`src/rtl/gfx_line_pkg.sv`:
```
// Shared types for the Bresenham line drawer: FSM states, command bundle, error width.
// Latency: n/a (types and constant functions only).
// Backpressure: n/a.
package gfx_line_pkg;

  // Default framebuffer geometry; cmd_t is sized from these
  localparam int GFX_H_VISIBLE  = 640;
  localparam int GFX_V_VISIBLE  = 480;
  localparam int GFX_PIXEL_BITS = 12;
  localparam int GFX_X_BITS     = $clog2(GFX_H_VISIBLE);
  localparam int GFX_Y_BITS     = $clog2(GFX_V_VISIBLE);

  // Signed error term: widest coordinate plus sign bit plus headroom for dx+dy
  function automatic int err_bits(input int x_bits, input int y_bits);
    return ((x_bits > y_bits) ? x_bits : y_bits) + 2;
  endfunction

  typedef enum logic [1:0] {
    IDLE  = 2'd0,
    SETUP = 2'd1,
    DRAW  = 2'd2
  } state_t;

  typedef struct packed {
    logic [GFX_X_BITS-1:0]     x0;
    logic [GFX_Y_BITS-1:0]     y0;
    logic [GFX_X_BITS-1:0]     x1;
    logic [GFX_Y_BITS-1:0]     y1;
    logic [GFX_PIXEL_BITS-1:0] color;
  } cmd_t;

endpackage

```
`src/rtl/gfx_line_drawer.sv`:
```
// Rasterises one line command with integer Bresenham, one pixel per clock to the display writer.
// Latency: command handshake in cycle N -> first gfx_valid in cycle N+2; done one cycle after the last pixel.
// Backpressure: gfx_valid && !gfx_ready freezes position/err; GFX_LINE_DRAWER_CLIP_EN steps off-screen pixels silently.
module gfx_line_drawer
  import gfx_line_pkg::*;
#(
  parameter int  H_VISIBLE  = GFX_H_VISIBLE,
  parameter int  V_VISIBLE  = GFX_V_VISIBLE,
  parameter int  PIXEL_BITS = GFX_PIXEL_BITS,
  localparam int FB_X_BITS  = $clog2(H_VISIBLE),
  localparam int FB_Y_BITS  = $clog2(V_VISIBLE),
  localparam int ERR_BITS   = err_bits(FB_X_BITS, FB_Y_BITS)
) (
  input  logic                  clk,
  input  logic                  rst_n,
  input  logic [FB_X_BITS-1:0]  cmd_x0,
  input  logic [FB_Y_BITS-1:0]  cmd_y0,
  input  logic [FB_X_BITS-1:0]  cmd_x1,
  input  logic [FB_Y_BITS-1:0]  cmd_y1,
  input  logic [PIXEL_BITS-1:0] cmd_color,
  input  logic                  cmd_valid,
  output logic                  cmd_ready,
  output logic [FB_X_BITS-1:0]  gfx_x,
  output logic [FB_Y_BITS-1:0]  gfx_y,
  output logic [PIXEL_BITS-1:0] gfx_color,
  output logic                  gfx_valid,
  input  logic                  gfx_ready,
  output logic                  busy,
  output logic                  done
);

  localparam logic [FB_X_BITS-1:0] X_ONE = FB_X_BITS'(1);
  localparam logic [FB_Y_BITS-1:0] Y_ONE = FB_Y_BITS'(1);

`ifdef GFX_LINE_DRAWER_CLIP_EN
  // One extra bit so a power-of-two width still compares correctly
  localparam logic [FB_X_BITS:0] X_LIM = (FB_X_BITS+1)'(H_VISIBLE);
  localparam logic [FB_Y_BITS:0] Y_LIM = (FB_Y_BITS+1)'(V_VISIBLE);
`endif

  state_t                       state_q, state_d;
  cmd_t                         cmd_q, cmd_d;
  logic signed [ERR_BITS-1:0]   dx_q, dx_d;
  logic signed [ERR_BITS-1:0]   dy_q, dy_d;
  logic signed [ERR_BITS-1:0]   err_q, err_d;
  logic                         sx_neg_q, sx_neg_d;
  logic                         sy_neg_q, sy_neg_d;
  logic [FB_X_BITS-1:0]         x_q, x_d;
  logic [FB_Y_BITS-1:0]         y_q, y_d;
  logic [PIXEL_BITS-1:0]        color_q, color_d;
  logic                         valid_q, valid_d;
  logic                         done_q, done_d;

  // Step datapath intermediates
  logic [FB_X_BITS-1:0]         dx_abs;
  logic [FB_Y_BITS-1:0]         dy_abs;
  logic signed [ERR_BITS:0]     e2;
  logic                         step_x, step_y, at_end, advance;
  logic                         vis_first, vis_next;
  logic signed [ERR_BITS-1:0]   err_n;
  logic [FB_X_BITS-1:0]         x_n;
  logic [FB_Y_BITS-1:0]         y_n;

  assign cmd_ready = (state_q == IDLE);
  assign busy      = (state_q != IDLE);
  assign gfx_x     = x_q;
  assign gfx_y     = y_q;
  assign gfx_color = color_q;
  assign gfx_valid = valid_q;
  assign done      = done_q;

  // Next-state: command capture, Bresenham setup, and one Bresenham step per advance
  always_comb begin
    state_d  = state_q;
    cmd_d    = cmd_q;
    dx_d     = dx_q;
    dy_d     = dy_q;
    err_d    = err_q;
    sx_neg_d = sx_neg_q;
    sy_neg_d = sy_neg_q;
    x_d      = x_q;
    y_d      = y_q;
    color_d  = color_q;
    valid_d  = valid_q;
    done_d   = 1'b0;

    dx_abs = (cmd_q.x1 >= cmd_q.x0) ? (cmd_q.x1 - cmd_q.x0) : (cmd_q.x0 - cmd_q.x1);
    dy_abs = (cmd_q.y1 >= cmd_q.y0) ? (cmd_q.y1 - cmd_q.y0) : (cmd_q.y0 - cmd_q.y1);
    at_end = (x_q == cmd_q.x1) && (y_q == cmd_q.y1);

    // Both decisions use the pre-update err; e2 has one extra bit so 2*err cannot overflow
    e2     = $signed({err_q, 1'b0});
    step_x = (e2 >= $signed({dy_q[ERR_BITS-1], dy_q}));
    step_y = (e2 <= $signed({dx_q[ERR_BITS-1], dx_q}));
    err_n  = err_q;
    if (step_x) err_n = err_n + dy_q;
    if (step_y) err_n = err_n + dx_q;
    x_n = x_q;
    if (step_x) x_n = sx_neg_q ? (x_q - X_ONE) : (x_q + X_ONE);
    y_n = y_q;
    if (step_y) y_n = sy_neg_q ? (y_q - Y_ONE) : (y_q + Y_ONE);

`ifdef GFX_LINE_DRAWER_CLIP_EN
    // Off-screen points are never offered, so they step without waiting for gfx_ready
    vis_first = ({1'b0, cmd_q.x0} < X_LIM) && ({1'b0, cmd_q.y0} < Y_LIM);
    vis_next  = ({1'b0, x_n} < X_LIM) && ({1'b0, y_n} < Y_LIM);
    advance   = !valid_q || gfx_ready;
`else
    vis_first = 1'b1;
    vis_next  = 1'b1;
    advance   = valid_q && gfx_ready;
`endif

    case (state_q)
      IDLE: begin
        if (cmd_valid) begin
          cmd_d.x0    = cmd_x0;
          cmd_d.y0    = cmd_y0;
          cmd_d.x1    = cmd_x1;
          cmd_d.y1    = cmd_y1;
          cmd_d.color = cmd_color;
          state_d     = SETUP;
        end
      end
      SETUP: begin
        dx_d     = $signed({{(ERR_BITS-FB_X_BITS){1'b0}}, dx_abs});
        dy_d     = -$signed({{(ERR_BITS-FB_Y_BITS){1'b0}}, dy_abs});
        err_d    = $signed({{(ERR_BITS-FB_X_BITS){1'b0}}, dx_abs})
                 - $signed({{(ERR_BITS-FB_Y_BITS){1'b0}}, dy_abs});
        sx_neg_d = !(cmd_q.x0 < cmd_q.x1);
        sy_neg_d = !(cmd_q.y0 < cmd_q.y1);
        x_d      = cmd_q.x0;
        y_d      = cmd_q.y0;
        color_d  = cmd_q.color;
        valid_d  = vis_first;
        state_d  = DRAW;
      end
      DRAW: begin
        if (advance) begin
          // End test precedes the step, so coordinates never wrap past the endpoint
          if (at_end) begin
            valid_d = 1'b0;
            done_d  = 1'b1;
            state_d = IDLE;
          end else begin
            err_d   = err_n;
            x_d     = x_n;
            y_d     = y_n;
            valid_d = vis_next;
          end
        end
      end
      default: begin
        valid_d = 1'b0;
        state_d = IDLE;
      end
    endcase
  end

  // State and output registers; async reset abandons any line in flight
  always_ff @(posedge clk or negedge rst_n) begin
    if (!rst_n) begin
      state_q  <= IDLE;
      cmd_q    <= '0;
      dx_q     <= '0;
      dy_q     <= '0;
      err_q    <= '0;
      sx_neg_q <= 1'b0;
      sy_neg_q <= 1'b0;
      x_q      <= '0;
      y_q      <= '0;
      color_q  <= '0;
      valid_q  <= 1'b0;
      done_q   <= 1'b0;
    end else begin
      state_q  <= state_d;
      cmd_q    <= cmd_d;
      dx_q     <= dx_d;
      dy_q     <= dy_d;
      err_q    <= err_d;
      sx_neg_q <= sx_neg_d;
      sy_neg_q <= sy_neg_d;
      x_q      <= x_d;
      y_q      <= y_d;
      color_q  <= color_d;
      valid_q  <= valid_d;
      done_q   <= done_d;
    end
  end

endmodule

```
`config.mk`:
```
export PLATFORM = sky130hd
export DESIGN_NAME = gfx_line_drawer
export DESIGN_NICKNAME = d
export VERILOG_FILES = /design/src/rtl/gfx_line_pkg.sv /design/src/rtl/gfx_line_drawer.sv
export SDC_FILE = /design/constraint.sdc
export NUM_CORES = 1
export LEC_CHECK = 0
export BUFFER_PORTS_ARGS = -buffer_cell sky130_fd_sc_hd__buf_2
export CAP_MARGIN = 10
export CORE_ASPECT_RATIO = 0.75
export CORE_UTILIZATION = 62
export DETAILED_ROUTE_END_ITERATION = 6
export PLACE_DENSITY = 0.85
export SYNTH_ARGS = -nofsm -noshare
export SYNTH_HDL_FRONTEND = slang
export SYNTH_SLANG_ARGS = --single-unit
export TNS_END_PERCENT = 10
```
`constraint.sdc`:
```
create_clock -name clk -period 6.9 [get_ports clk]
set_input_delay 1.38 -clock clk [delete_from_list [all_inputs] [get_ports clk]]
set_output_delay 1.38 -clock clk [all_outputs]
set_load 0.02 [all_outputs]
```
After elaboration in Yosys (flattened, before gate mapping). Index checks and enable logic that the tools add are counted.

Add/sub/neg operators: 12. Muxes and demuxes: 27. $lt $le $gt $ge: 6. Equal/unequal tests: 10. Reductions and logical operators: 13. Bitwise operators: 1.

Operator list (count): 10-bit 2-to-1 mux (5); 12-bit 2-to-1 mux (4); 9-bit 2-to-1 mux (5); 12-bit case mux with 2 select lines (1); 10-bit case mux with 2 select lines (1); 10-bit subtractor (2); 9-bit case mux with 2 select lines (1); 9-bit subtractor (2); 13-bit by 12-bit >= comparator with 1-bit output (1); 13-bit by 11-bit less-or-equal comparator with 1-bit output (1); 12-bit by 11-bit adder with 12-bit output (1); 12-bit adder (1); 2-bit != test, second input constant (6); 9-bit negator with 12-bit output (1); 10-bit by 9-bit subtractor with 11-bit output (1); 10-bit by 1-bit adder with 10-bit output, second input constant (1); 10-bit equality test (1); 10-bit >= comparator (1); 10-bit less-than comparator (1); 10-bit by 1-bit subtractor with 10-bit output, second input constant (1); 9-bit by 1-bit adder with 9-bit output, second input constant (1); 9-bit equality test (1); 9-bit >= comparator (1); 9-bit less-than comparator (1); 15 further kinds (27).

Flip-flop bits (word level): 121. Output and inout bits: 35.

Depth between registers and ports, before layout.
Depth in word-level cells: 7. Gate-level depth with buffers: 21. Mapped depth without buffers: 20.

Worst setup path after synthesis. No wires, ideal clock.

Path type: reg-to-reg. From: reg dy_q[1]. To: reg err_q[11]. Stages on the path, launching flop included: 20. Setup slack: 2607 ps. Data arrival time: 4189 ps. Buffers on the path: 1. Required time: 6796 ps. Period minus slack after synthesis: 4293 ps. Path through: dfrtp_1 inv_1 ha_1 nor2b_1 o21a_1 o21a_1 o31ai_1 nand3_1 nand3_1 buf_2 mux2_2 ha_1 a21o_1 a21oi_1 o21bai_1 o41ai_1 o21ai_0 o211ai_1 xor3_1 o311ai_1.

Cells in the longest elaborated chain, start to end: 7.

Ends and longest elaborated chain: from (decl) (RTL line gfx_line_drawer.sv:44) `logic signed [ERR_BITS-1:0] dy_q, dy_d;`; from (signal assigned) (RTL line gfx_line_drawer.sv:179) `dy_q <= dy_d;`; 12-bit adder or 13-bit by 12-bit >= comparator with 1-bit output (tied branches) (RTL line gfx_line_drawer.sv:96, gfx_line_drawer.sv:93); 12-bit 2-to-1 mux (*) (RTL line gfx_line_drawer.sv:96) `if (step_x) err_n = err_n + dy_q;`; 12-bit by 11-bit adder with 12-bit output (RTL line gfx_line_drawer.sv:97) `if (step_y) err_n = err_n + dx_q;`; 12-bit 2-to-1 mux (*) (RTL line gfx_line_drawer.sv:97); 12-bit 2-to-1 mux (*) (RTL line gfx_line_drawer.sv:141) `if (at_end) begin`; 12-bit 2-to-1 mux (*) (RTL line gfx_line_drawer.sv:139) `if (advance) begin`; 12-bit case mux with 2 select lines (*) (RTL line gfx_line_drawer.sv:114) `case (state_q)`; to (signal assigned) (RTL line gfx_line_drawer.sv:180) `err_q <= err_d;`; to (decl) (RTL line gfx_line_drawer.sv:45) `logic signed [ERR_BITS-1:0] err_q, err_d;`.

Every way passes the cells marked *; elsewhere a longest branch is shown, timed or not. The select of a mux whose other input is x is not followed. A chain may end at the register's enable or synchronous reset.

Final worst setup path. Same ends and word-level chain as after synthesis.

==> impl_results.html <==
<table>
<tr><th>Metric</th><th>Value</th></tr>
<tr><th colspan="2">Cells and area</th></tr>
<tr><td>Fraction of layout instances using a drive strength above 1</td><td>19.91%</td></tr>
<tr><td>Filler cell count</td><td>1063</td></tr>
<tr><td>Storage element area</td><td>3028 um2</td></tr>
<tr><td>Number of antenna diodes</td><td>0</td></tr>
<tr><td>End-of-flow core utilization</td><td>72.86%</td></tr>
<tr><td>Multi-input logic area</td><td>6013 um2</td></tr>
<tr><td>Total Nets Final</td><td>1271</td></tr>
<tr><td>Area growth, synth to finish</td><td>12.40%</td></tr>
<tr><th colspan="2">Floorplan</th></tr>
<tr><td>Die area</td><td>15960 um2</td></tr>
<tr><td>Width of the die</td><td>145.6 um</td></tr>
<tr><td>Count of boundary I/O pins</td><td>89</td></tr>
<tr><td>Vertical die dimension</td><td>109.7 um</td></tr>
<tr><td># rows</td><td>38</td></tr>
<tr><td>Effective utilization at floorplan</td><td>64.82%</td></tr>
<tr><td>Core Footprint</td><td>14790 um2</td></tr>
<tr><th colspan="2">CTS</th></tr>
<tr><td># Post-CTS Setup Buffers</td><td>0</td></tr>
<tr><td>Hold-fix buffers, CTS</td><td>0</td></tr>
<tr><td>Clk_lat worst skew</td><td>440 ps</td></tr>
<tr><td>Largest buffer count on any clock path</td><td>2</td></tr>
<tr><td># H-tree levels</td><td>4</td></tr>
<tr><td>Root buffer cell</td><td>clkbuf_16</td></tr>
<tr><td>Inserted Clock Buffers</td><td>17</td></tr>
<tr><td>Clk slew on worst S/H paths</td><td>60 ps</td></tr>
<tr><td>TritonCTS clock tree</td><td>built</td></tr>
<tr><td>Number of sinks handled by clock tree synthesis</td><td>121</td></tr>
<tr><td>Number of cells upsized or downsized after cts</td><td>0</td></tr>
<tr><th colspan="2">Placement</th></tr>
<tr><td>GPL Wtd Cong</td><td>0.9176</td></tr>
<tr><td>Post-DP HPWL</td><td>17.53 mm</td></tr>
<tr><td>Post-Place Setup Slack</td><td>1909 ps</td></tr>
<tr><td>Buffers on Ports</td><td>88</td></tr>
<tr><th colspan="2">Logic synthesis</th></tr>
<tr><td>Area fraction in compound gates after synthesis</td><td>17.05%</td></tr>
<tr><td>Xor-xnor portion of the synthesized cell area</td><td>6.645%</td></tr>
<tr><td>Share of flip-flops with an asynchronous set or reset after synthesis</td><td>100.0%</td></tr>
<tr><td>Post-Syn Instances</td><td>1022</td></tr>
<tr><td>Register bit count reported by yosys</td><td>121</td></tr>
<tr><td>Cell accounting for the most synthesized area</td><td>dfrtp_1</td></tr>
<tr><td>Share of the synthesized area in the top cell type</td><td>31.59%</td></tr>
<tr><td>Leading cell types by total area after synthesis</td><td>dfrtp_1 32%, ha_1 14%, mux2_2 9.0%, xnor2_1 4.5%, a21oi_1 4.0%</td></tr>
<tr><td>Sequential area share after synthesis</td><td>31.59%</td></tr>
<tr><td>Simple-gate share of the synthesized area</td><td>11.23%</td></tr>
<tr><td>Prevailing post-synth register cell</td><td>dfrtp_1</td></tr>
<tr><td>Average cell area after synthesis</td><td>9.378 um2</td></tr>
<tr><td>Cell area after synthesis</td><td>9584 um2</td></tr>
<tr><td>Multiplexer share of the synthesized area</td><td>11.66%</td></tr>
<tr><td>Yosys warning count</td><td>0</td></tr>
<tr><td>Number of enable-type register cells in the synthesized netlist</td><td>0</td></tr>
<tr><td>Largest family of logic cells by synthesized area</td><td>compound AO/OA/AOI/OAI gates</td></tr>
<tr><td>Post-synthesis net count</td><td>1194</td></tr>
<tr><td>Fraction of the mapped netlist area in adder cells</td><td>16.11%</td></tr>
<tr><td>Distinct cell type count of the synthesized netlist</td><td>76</td></tr>
<tr><th colspan="2">Drt</th></tr>
<tr><td>Remaining routing DRC violations</td><td>0</td></tr>
<tr><td>Number of DRC violations after detailed-routing iteration 0</td><td>651</td></tr>
<tr><td>DR pass1 iterations</td><td>5</td></tr>
<tr><td>Via/cell ratio</td><td>6.123</td></tr>
<tr><td>Total wire length</td><td>24.25 mm</td></tr>
<tr><td>Detailed-route wire length per cell</td><td>18.51 um</td></tr>
<tr><td>Antenna-violating nets left</td><td>0</td></tr>
<tr><td>Vias after detailed routing</td><td>8021</td></tr>
<tr><th colspan="2">Timing</th></tr>
<tr><td>Fmax achieved</td><td>196.7 MHz</td></tr>
<tr><td>Number of endpoints failing setup at the final stage</td><td>0</td></tr>
<tr><td>Number of slew-limit violations in the final report</td><td>0</td></tr>
<tr><td>Total negative setup slack</td><td>0 ps</td></tr>
<tr><td>Final setup skew</td><td>13.79 ps</td></tr>
<tr><td>Final Hold Fails</td><td>0</td></tr>
<tr><td>Measured slew at the worst slew-check pin</td><td>920.2 ps</td></tr>
<tr><td>Part of the cycle the worst path needs</td><td>73.70%</td></tr>
<tr><td>Fin worst setup slack</td><td>1815 ps</td></tr>
<tr><td>Minimum period implied by the final worst setup slack</td><td>5085 ps</td></tr>
<tr><td>Normalized max-slew margin</td><td>38.27%</td></tr>
<tr><td>Setup repair after global routing missed its margin</td><td>false</td></tr>
<tr><th colspan="2">Global route</th></tr>
<tr><td>Pin count of the biggest net entering global routing</td><td>71</td></tr>
<tr><td>Global routing's busiest layer</td><td>met2</td></tr>
<tr><td>Global routing usage on met3</td><td>8.423%</td></tr>
<tr><td>Via count of the first global-routing pass</td><td>7706</td></tr>
<tr><td>Number of antenna violations at the first check in global routing</td><td>1</td></tr>
<tr><td>Overall global routing resource usage</td><td>32.10%</td></tr>
<tr><td>Wire length of the first global-routing pass</td><td>39.37 mm</td></tr>
<tr><td>Met2 track utilization from global routing</td><td>50.86%</td></tr>
<tr><td>Met1 routing resource usage after global routing</td><td>42.79%</td></tr>
<tr><td>Remaining global-route overflow</td><td>0</td></tr>
<tr><th colspan="2">Critical path</th></tr>
<tr><td>Reg-to-reg setup timing slack</td><td>1810 ps</td></tr>
<tr><td>Worst flop-to-flop path endpoint</td><td>err_q[11]$_DFFE_PN0P_</td></tr>
<tr><td>Arr. time, crit path</td><td>5410 ps</td></tr>
<tr><td>Origin of the critical flop-to-flop path</td><td>dy_q[1]$_DFFE_PN0P_</td></tr>
<tr><td>CP Launch Type</td><td>flip-flop</td></tr>
<tr><td>Worst reg-to-reg path cell count</td><td>19</td></tr>
<tr><td>Type of destination of the critical path</td><td>flip-flop</td></tr>
<tr><td>Critical Setup Path Class</td><td>reg -&gt; reg</td></tr>
<tr><td>Required @ worst endpoint</td><td>7220 ps</td></tr>
<tr><td>Crit path max fanout</td><td>14</td></tr>
<tr><th colspan="2">Run status</th></tr>
<tr><td>Run status</td><td>finished, final reports clean</td></tr>
<tr><th colspan="2">Run</th></tr>
<tr><td>Number of violations of the max-capacitance limit</td><td>0</td></tr>
<tr><th colspan="2">Worst hold path</th></tr>
<tr><td>Worst hold path endpoint</td><td>gfx_color[10]$_DFFE_PN0P_</td></tr>
<tr><td>Hold Crit Start</td><td>gfx_color[10]$_DFFE_PN0P_</td></tr>
<tr><td>Worst hold path cell count</td><td>1</td></tr>
<tr><td>Min-Delay Path Class</td><td>reg -&gt; reg</td></tr>
</table>
## cells in the final DEF (no fill, tap or decap), types with 11 or more instances in the layout
cell,Yosys,layout
xor2_1,21,21
mux2i_1,22,22
o21ai_0,64,64
nand2_1,52,51
nand3_1,21,21
inv_1,99,99
dfrtp_1,121,121
xnor2_1,49,49
a21oi_1,77,77
clkbuf_16,0,17
ha_1,109,108
a21o_1,31,31
nor2_1,58,58
buf_2,6,87
mux2_2,77,77
nor3_1,25,25
nor2b_1,14,14
nand2b_1,11,11
## how the worst max path moves through the flow
stage,startpoint,endpoint,slack (ps),depth (start not counted)
final,dy_q[1]$_DFFE_PN0P_,err_q[11]$_DFFE_PN0P_,1810,19
after CTS,dy_q[1]$_DFFE_PN0P_,err_q[11]$_DFFE_PN0P_,1870,19
after global routing,dy_q[1]$_DFFE_PN0P_,err_q[11]$_DFFE_PN0P_,1490,19
after detailed placement,dy_q[1]$_DFFE_PN0P_,err_q[11]$_DFFE_PN0P_,1910,19
after global placement,dy_q[1]$_DFFE_PN0P_,err_q[11]$_DFFE_PN0P_,2040,19
after floorplan,dy_q[1]$_DFFE_PN0P_,err_q[11]$_DFFE_PN0P_,2610,19
## cells in the mapped netlist (3+ instances only)
library cell  count
nand2b_1         11
buf_1             5
dfrtp_1         121
xor2_1           21
nor2b_1          14
nor3_1           25
clkbuf_1         20
buf_2             6
o22ai_1           3
and2_1            6
o211ai_1          7
nand2_1          52
a21oi_2           3
a221oi_1          3
and3_1            4
a31oi_1           9
ha_1            109
o21a_1            8
xnor2_1          49
fa_1              9
o41ai_1           3
a21o_1           31
o21ai_0          64
buf_6             4
mux2i_1          22
inv_1            99
nand4_1           8
o21bai_1          7
nor2_1           58
nand3_1          21
a21oi_1          77
a211oi_1          5
or3_1             6
o21ai_1           5
a211o_1           3
mux2_2           77
## sequential cells by signal, summed over array words and instances (netlist names)
signal,flops
dx_q,10
err_q,12
sx_neg_q,1
cmd_q,50
gfx_color,12
dy_q,12
sy_neg_q,1
state_q,2
gfx_valid,1
gfx_x,10
gfx_y,9
done,1
## metal layers
layer / part of all wire (%) / routed length, um
met5: 0.070 / 17
met4: 2.6 / 624
met3: 8.4 / 2033
met2: 44 / 10620
met1: 45 / 10950
## per-stage QoR
step / hold WS (ps) / instances / cell area, um2
2_1_floorplan: 473.7 / 1022 / 9584
3_3_place_gp: 481.9 / 1280 / 10150
3_5_place_dp: 487.5 / 1280 / 10150
4_1_cts: 502.6 / 1310 / 10770
5_1_grt: 513.6 / 1310 / 10770
6_report: 501.6 / 1310 / 10770
## cell type report
type / instances / area share [%]
multi-input cells: 765 / 55.82
flip-flops and latches: 121 / 28.11
repair buffers: 93 / 4.460
clock buffers: 17 / 3.949
inverters: 101 / 3.519
well taps: 200 / 2.323
clock inverters: 13 / 1.823
## kinds of logic after synthesis
family                   after synthesis
adder cells (fa/ha/maj)              118
flip-flops                           121
multiplexers                         101
XOR/XNOR                              71
AO/OA/AOI/OAI                        255
buffers and inverters                136
AND/OR/NAND/NOR                      220
## worst max-delay path, cell delays in order (launching register included)
cell	delay [ps]
dfrtp_1	380
inv_1	130
ha_1	240
nor2b_1	140
o21a_1	180
o21a_1	170
o31ai_1	190
nand3_1	90
nand3_1	530
mux2_2	430
inv_1	100
ha_1	230
a21o_1	160
a21oi_1	220
o21bai_1	110
o41ai_1	520
o21ai_0	290
o211ai_1	280
xor3_1	340
o311ai_1	230
Power is left out: the tool's default activity adds up to more than one toggle a clock period on the data nets, which glitch-free logic cannot reach.
